--- config.mk ---
export PLATFORM = sky130hd
export DESIGN_NAME = imem_arbiter
export DESIGN_NICKNAME = d
export VERILOG_FILES = /design/src/rtl/imem_arbiter.sv
export SDC_FILE = /design/constraint.sdc
export NUM_CORES = 1
export LEC_CHECK = 0
export BUFFER_PORTS_ARGS = -buffer_cell sky130_fd_sc_hd__buf_2
export CAP_MARGIN = 20
export CORE_AREA = 2 2 95 97
export DETAILED_ROUTE_END_ITERATION = 6
export DIE_AREA = 0 0 97 99
export SLEW_MARGIN = 0
export SYNTH_ARGS = -nofsm -noshare
export SYNTH_HDL_FRONTEND = slang
export SYNTH_SLANG_ARGS = --single-unit
--- constraint.sdc ---
create_clock -name clk -period 2.84 [get_ports clk]
set_input_delay 0.426 -clock clk [delete_from_list [all_inputs] [get_ports clk]]
set_output_delay 0.426 -clock clk [all_outputs]
set_load 0.01 [all_outputs]
--- src/rtl/imem_arbiter.sv ---
// ---------------------------------------------------------------------------
// imem_arbiter
//   Arbitrates a single-port instruction memory between the CPU fetch port and
//   a loader port. One grant per cycle. The grant and the memory strobes are
//   combinational in the grant cycle. The read response follows one cycle
//   later on the requester that was granted.
//   The loader can take exclusive ownership with load_lock.
//   An access that is misaligned or out of range is still granted, but it
//   never reaches memory. A read of that kind returns a NOP (0x00000013), and
//   both reads and writes of that kind pulse addr_err one cycle after the grant.
//
// Configuration macro:
//   IMEM_ARB_ROUND_ROBIN_EN - when defined, conflicts in IDLE are resolved
//                             round-robin (loader wins the first conflict after
//                             reset). When undefined, fetch always wins.
//
// Ports:
//   clk, reset                 clock, synchronous active-high reset
//   fetch_req/addr             CPU fetch request and byte address
//   fetch_gnt/rvalid/rdata     fetch grant, response valid, response data
//   load_req/we/lock/addr/wdata loader request, write flag, lock, address, data
//   load_gnt/rvalid/rdata      loader grant, response valid, response data
//   addr_err                   error pulse for the access granted last cycle
//   mem_en/we/index/wdata      memory strobe, write enable, word index, data
//   mem_rdata                  memory read data (one cycle after mem_en)
// ---------------------------------------------------------------------------
module imem_arbiter #(
    parameter int MEMORY_SIZE_WORDS = 1024,
    parameter int INDEX_WIDTH       = 10
) (
    input  logic                   clk,
    input  logic                   reset,
    input  logic                   fetch_req,
    input  logic [31:0]            fetch_addr,
    output logic                   fetch_gnt,
    output logic                   fetch_rvalid,
    output logic [31:0]            fetch_rdata,
    input  logic                   load_req,
    input  logic                   load_we,
    input  logic                   load_lock,
    input  logic [31:0]            load_addr,
    input  logic [31:0]            load_wdata,
    output logic                   load_gnt,
    output logic                   load_rvalid,
    output logic [31:0]            load_rdata,
    output logic                   addr_err,
    output logic                   mem_en,
    output logic                   mem_we,
    output logic [INDEX_WIDTH-1:0] mem_index,
    output logic [31:0]            mem_wdata,
    input  logic [31:0]            mem_rdata
);

    localparam logic [31:0] NOP_INSN = 32'h0000_0013;

    typedef enum logic [0:0] {
        ST_IDLE   = 1'b0,
        ST_LOCKED = 1'b1
    } state_e;

    state_e      state_q, state_d;
    logic        fetch_rv_q;
    logic        load_rv_q;
    logic        nop_q;
    logic        aerr_q;
`ifdef IMEM_ARB_ROUND_ROBIN_EN
    logic        last_load_q;
`endif

    logic        fetch_gnt_s;
    logic        load_gnt_s;
    logic        any_gnt_s;
    logic        write_s;
    logic        err_s;
    logic [31:0] sel_addr_s;

    // An address is bad if it is misaligned, if it has bits set above the index, or if its word index is past the memory end.
    function automatic logic addr_bad(input logic [31:0] addr);
        logic [31:0] word_idx;
        word_idx = addr >> 2;
        addr_bad = (addr[1:0] != 2'b00) ||
                   ((addr >> (INDEX_WIDTH + 2)) != 32'd0) ||
                   (word_idx >= 32'(MEMORY_SIZE_WORDS));
    endfunction

    // Arbitration: LOCKED serves only the loader; IDLE resolves conflicts.
    always_comb begin
        fetch_gnt_s = 1'b0;
        load_gnt_s  = 1'b0;
        if (reset) begin
            fetch_gnt_s = 1'b0;
            load_gnt_s  = 1'b0;
        end else if (state_q == ST_LOCKED) begin
            load_gnt_s = load_req;
        end else if (fetch_req && load_req) begin
`ifdef IMEM_ARB_ROUND_ROBIN_EN
            if (last_load_q) begin
                fetch_gnt_s = 1'b1;
            end else begin
                load_gnt_s = 1'b1;
            end
`else
            fetch_gnt_s = 1'b1;
`endif
        end else begin
            fetch_gnt_s = fetch_req;
            load_gnt_s  = load_req;
        end
    end

    // Memory-side request for the granted requester; bad accesses are not forwarded to memory.
    always_comb begin
        sel_addr_s = 32'h0;
        if (load_gnt_s) begin
            sel_addr_s = load_addr;
        end else if (fetch_gnt_s) begin
            sel_addr_s = fetch_addr;
        end else begin
            sel_addr_s = 32'h0;
        end
        any_gnt_s = fetch_gnt_s | load_gnt_s;
        write_s   = load_gnt_s & load_we;
        err_s     = any_gnt_s & addr_bad(sel_addr_s);
        mem_en    = any_gnt_s & ~err_s;
        mem_we    = write_s & ~err_s;
        mem_index = sel_addr_s[INDEX_WIDTH+1:2];
        if (mem_we) begin
            mem_wdata = load_wdata;
        end else begin
            mem_wdata = 32'h0;
        end
        fetch_gnt = fetch_gnt_s;
        load_gnt  = load_gnt_s;
    end

    // Lock FSM next state: enter on a locked loader grant, leave once lock drops.
    always_comb begin
        state_d = state_q;
        case (state_q)
            ST_IDLE: begin
                if (load_gnt_s && load_lock) begin
                    state_d = ST_LOCKED;
                end else begin
                    state_d = ST_IDLE;
                end
            end
            ST_LOCKED: begin
                if (!load_lock) begin
                    state_d = ST_IDLE;
                end else begin
                    state_d = ST_LOCKED;
                end
            end
            default: state_d = ST_IDLE;
        endcase
    end

    // State, response pipeline and round-robin pointer.
    always_ff @(posedge clk) begin
        if (reset) begin
            state_q    <= ST_IDLE;
            fetch_rv_q <= 1'b0;
            load_rv_q  <= 1'b0;
            nop_q      <= 1'b0;
            aerr_q     <= 1'b0;
`ifdef IMEM_ARB_ROUND_ROBIN_EN
            last_load_q <= 1'b0;
`endif
        end else begin
            state_q    <= state_d;
            fetch_rv_q <= fetch_gnt_s;
            load_rv_q  <= load_gnt_s & ~load_we;
            nop_q      <= err_s & ~write_s;
            aerr_q     <= err_s;
`ifdef IMEM_ARB_ROUND_ROBIN_EN
            // Only a real conflict in IDLE moves the pointer.
            if ((state_q == ST_IDLE) && fetch_req && load_req) begin
                last_load_q <= load_gnt_s;
            end else begin
                last_load_q <= last_load_q;
            end
`endif
        end
    end

    // Responses: a reset in the response cycle suppresses them; data is zero unless valid.
    always_comb begin
        fetch_rvalid = fetch_rv_q & ~reset;
        load_rvalid  = load_rv_q & ~reset;
        addr_err     = aerr_q & ~reset;
        if (!fetch_rvalid) begin
            fetch_rdata = 32'h0;
        end else if (nop_q) begin
            fetch_rdata = NOP_INSN;
        end else begin
            fetch_rdata = mem_rdata;
        end
        if (!load_rvalid) begin
            load_rdata = 32'h0;
        end else if (nop_q) begin
            load_rdata = NOP_INSN;
        end else begin
            load_rdata = mem_rdata;
        end
    end

endmodule

==> run summary <==
Status: completed
Unique masters post-synth: 29
Cell at the slowest stage of the critical path: dfxtp_1
Initial Util: 17.09%
RSZ-0062 raised after global routing: false
Mapped Area: 1461 um^2
Vias in the first global route: 2,313
Die width: 97 um
# IOs: 247
Worst path top cell family by delay: buffers and inverters
Chip height: 99 um
HP Class: in -> reg
Buffers from clock root to sink, at most: 2
Worst-Margin Slew: 0.8049 ns
Max Cap Viol: 0
Comb pwr share: 57.0%
Clock Latency Late Sink: 0.22 ns
Setup bufs post-CTS: 0
Clock slew at reported path FFs: 0.04 ns
First-pass GRT wire length: 10,670 um
P&R area growth vs syn: 93.24%
Drt pass-1 iters: 4
Vias/cell: 4.241
Slowest cell delay on critical path: 0.33 ns
Switching pwr: 191.6 uW
Cell count after synthesis: 240
CP Data Arrival Time: 1.99 ns
Total track usage: 12.98%
Worst setup EP type: primary output
Final Max Tran Viols: 0
PnR Total Power: 502.5 uW
Post-CTS sizing: 0
Clock share of power: 25.6%
Post-synthesis register bit count: 5
Tcrit/Tclk final: 85.17%
Skew final: 0.001255 ns
Int Pwr: 310.9 uW
Initial antenna violation count: 0
Mean Syn Cell Area: 6.089 um^2
Most frequent cells in the layout: buf_2, nor2_1, nand2b_1, nand2_1, nor3_2
Mapped Nets: 374
Commonest non-fill, non-tap cell in the layout: buf_2
Pwr Density: 177.9 nW/um^2
Vias: 2,464
Final setup fails: 0
Die area: 9603 um^2
Max Fanout on Critical Path: 33
CP startpoint kind: register
Final HPWL from detailed placement: 5818 um
FF-to-FF path depth: 5
Reg power frac: 17.3%
Wire per inst: 11.52 um
P_leak: 0.001609 uW
# fillers: 927
Post-route ant nets: 0
# H-tree levels: 1
Sink Count: 5
Antenna diodes: 0
Sequential fraction of the synthesis area: 6.849%
CP required: 2.41 ns
Crit-path cells: nor2b_1 > buf_4 > o21bai_1 > a211oi_4 > buf_12 > nor3_1 > buf_2
PortBufs: 246
F_max: 0.4134 GHz
Yosys warns: 0
Core area: 8551 um^2
Hold Path Cell Cnt: 2
Stages on the worst setup path: 7
Total grt overflow: 0
Peak supply drop: 0.1179 mV
Layout cells sized above 1: 62.16%
Largest net degree at the start of global routing: 37
Final-report hold violation count: 0
Total negative setup slack: 0 ns
WP buf/inv: 3
Clk root buf: clkbuf_8
Kind of critical path: reg -> out
Min Tclk post-route: 2.419 ns
Switching share of power: 38.13%
CTS tree: done
Hold buffers post-CTS: 0
CTS Buf Count: 3
Post-route DRC: 0
Layout Nets: 608
GP Congestion: 0.8025
Std-Cell Rows: 34
Worst slew margin: 46.27%
Drt total wl: 6694 um
Iter 0 DRT Violations: 61
## synthesized netlist by cell type
library cell	number	area share (%)
nand3_1	1	0.34
nor3b_1	2	1.0
nor4_1	5	2.1
nor3b_2	1	0.86
nand2b_1	33	14
nor4_4	1	1.5
or4_4	1	0.77
a2bb2oi_1	1	0.60
a211oi_4	1	1.4
a22o_1	10	6.0
nor2_1	72	18
a21oi_1	1	0.34
clkbuf_1	14	3.6
o21bai_1	1	0.51
a211oi_1	1	0.51
inv_2	2	0.51
dfxtp_1	5	6.8
nor3_1	6	2.1
and4_1	1	0.60
nand2_1	33	8.5
or2_1	1	0.43
or4_1	2	1.0
nor4b_1	1	0.60
nor2b_1	2	0.86
a221o_1	1	0.68
buf_4	1	0.51
buf_6	3	2.3
nor3_2	30	21
buf_2	7	2.4
## per-stage QoR
stage / instances / hold slack (ns) / util, % / cell area, um^2 / worst slack [ns]
floorplan: 240 / 0.4953 / - / 1461 / 0.7233
global placement: 577 / 0.5311 / 32.50 / 2779 / 0.4370
detailed placement: 577 / 0.5502 / 32.50 / 2779 / 0.3992
CTS: 581 / 0.4270 / 33.03 / 2824 / 0.3827
global route: 581 / 0.4455 / 33.03 / 2824 / 0.2281
finish: 581 / 0.4296 / 33.03 / 2824 / 0.4213
## cells by family after synthesis
kind of cell	Yosys count	synth area share, %
AND/OR/NAND/NOR	192	73.80
flip-flops	5	6.850
buffers and inverters	27	9.332
AO/OA/AOI/OAI	16	10.02
## state kept, by name, summed over array words and instances, names as in the netlist
register    flops
nop_q           1
state_q         1
aerr_q          1
load_rv_q       1
fetch_rv_q      1
## power by group through the flow
| stage | Combinational [uW] | Clock, uW | Sequential [uW] |
|---|---|---|---|
| after floorplan | 156 | 0 | 78.2 |
| after global placement | 285 | 0 | 87.6 |
| after detailed placement | 291 | 0 | 88.7 |
| after CTS | 291 | 132 | 87.6 |
| after global routing | 318 | 136 | 90.3 |
| final | 287 | 129 | 87.0 |
## final cells by class
type                            count  area, um^2  share of cell area [%]
Timing Repair Buffer              254        1304                   46.17
Clock buffer                        4       45.04                   1.595
Multi-Input combinational cell    208        1232                   43.64
Tap cell                          108       135.1                   4.785
Inverter                            2       7.507                  0.2658
Sequential cell                     5       100.1                   3.545
## layer usage
metal	track usage [%]	share of wire (%)	vias up
li1	-	-	1251
met2	24.41	51	141
met5	0	0	-
met4	2.384	0.51	0
met1	15.30	38	1070
met3	2.695	10	2
## path summary, 6_finish.rpt
kind	slack (ns)	start	end
max	0.42	state_q$_SDFF_PP0_	mem_wdata[0]
min	0.43	load_we	load_rv_q$_SDFF_PP0_
max reg2reg	1.17	state_q$_SDFF_PP0_	aerr_q$_SDFF_PP0_
min reg2reg	0.56	state_q$_SDFF_PP0_	state_q$_SDFF_PP0_
(Power assumes the default switching activity.)
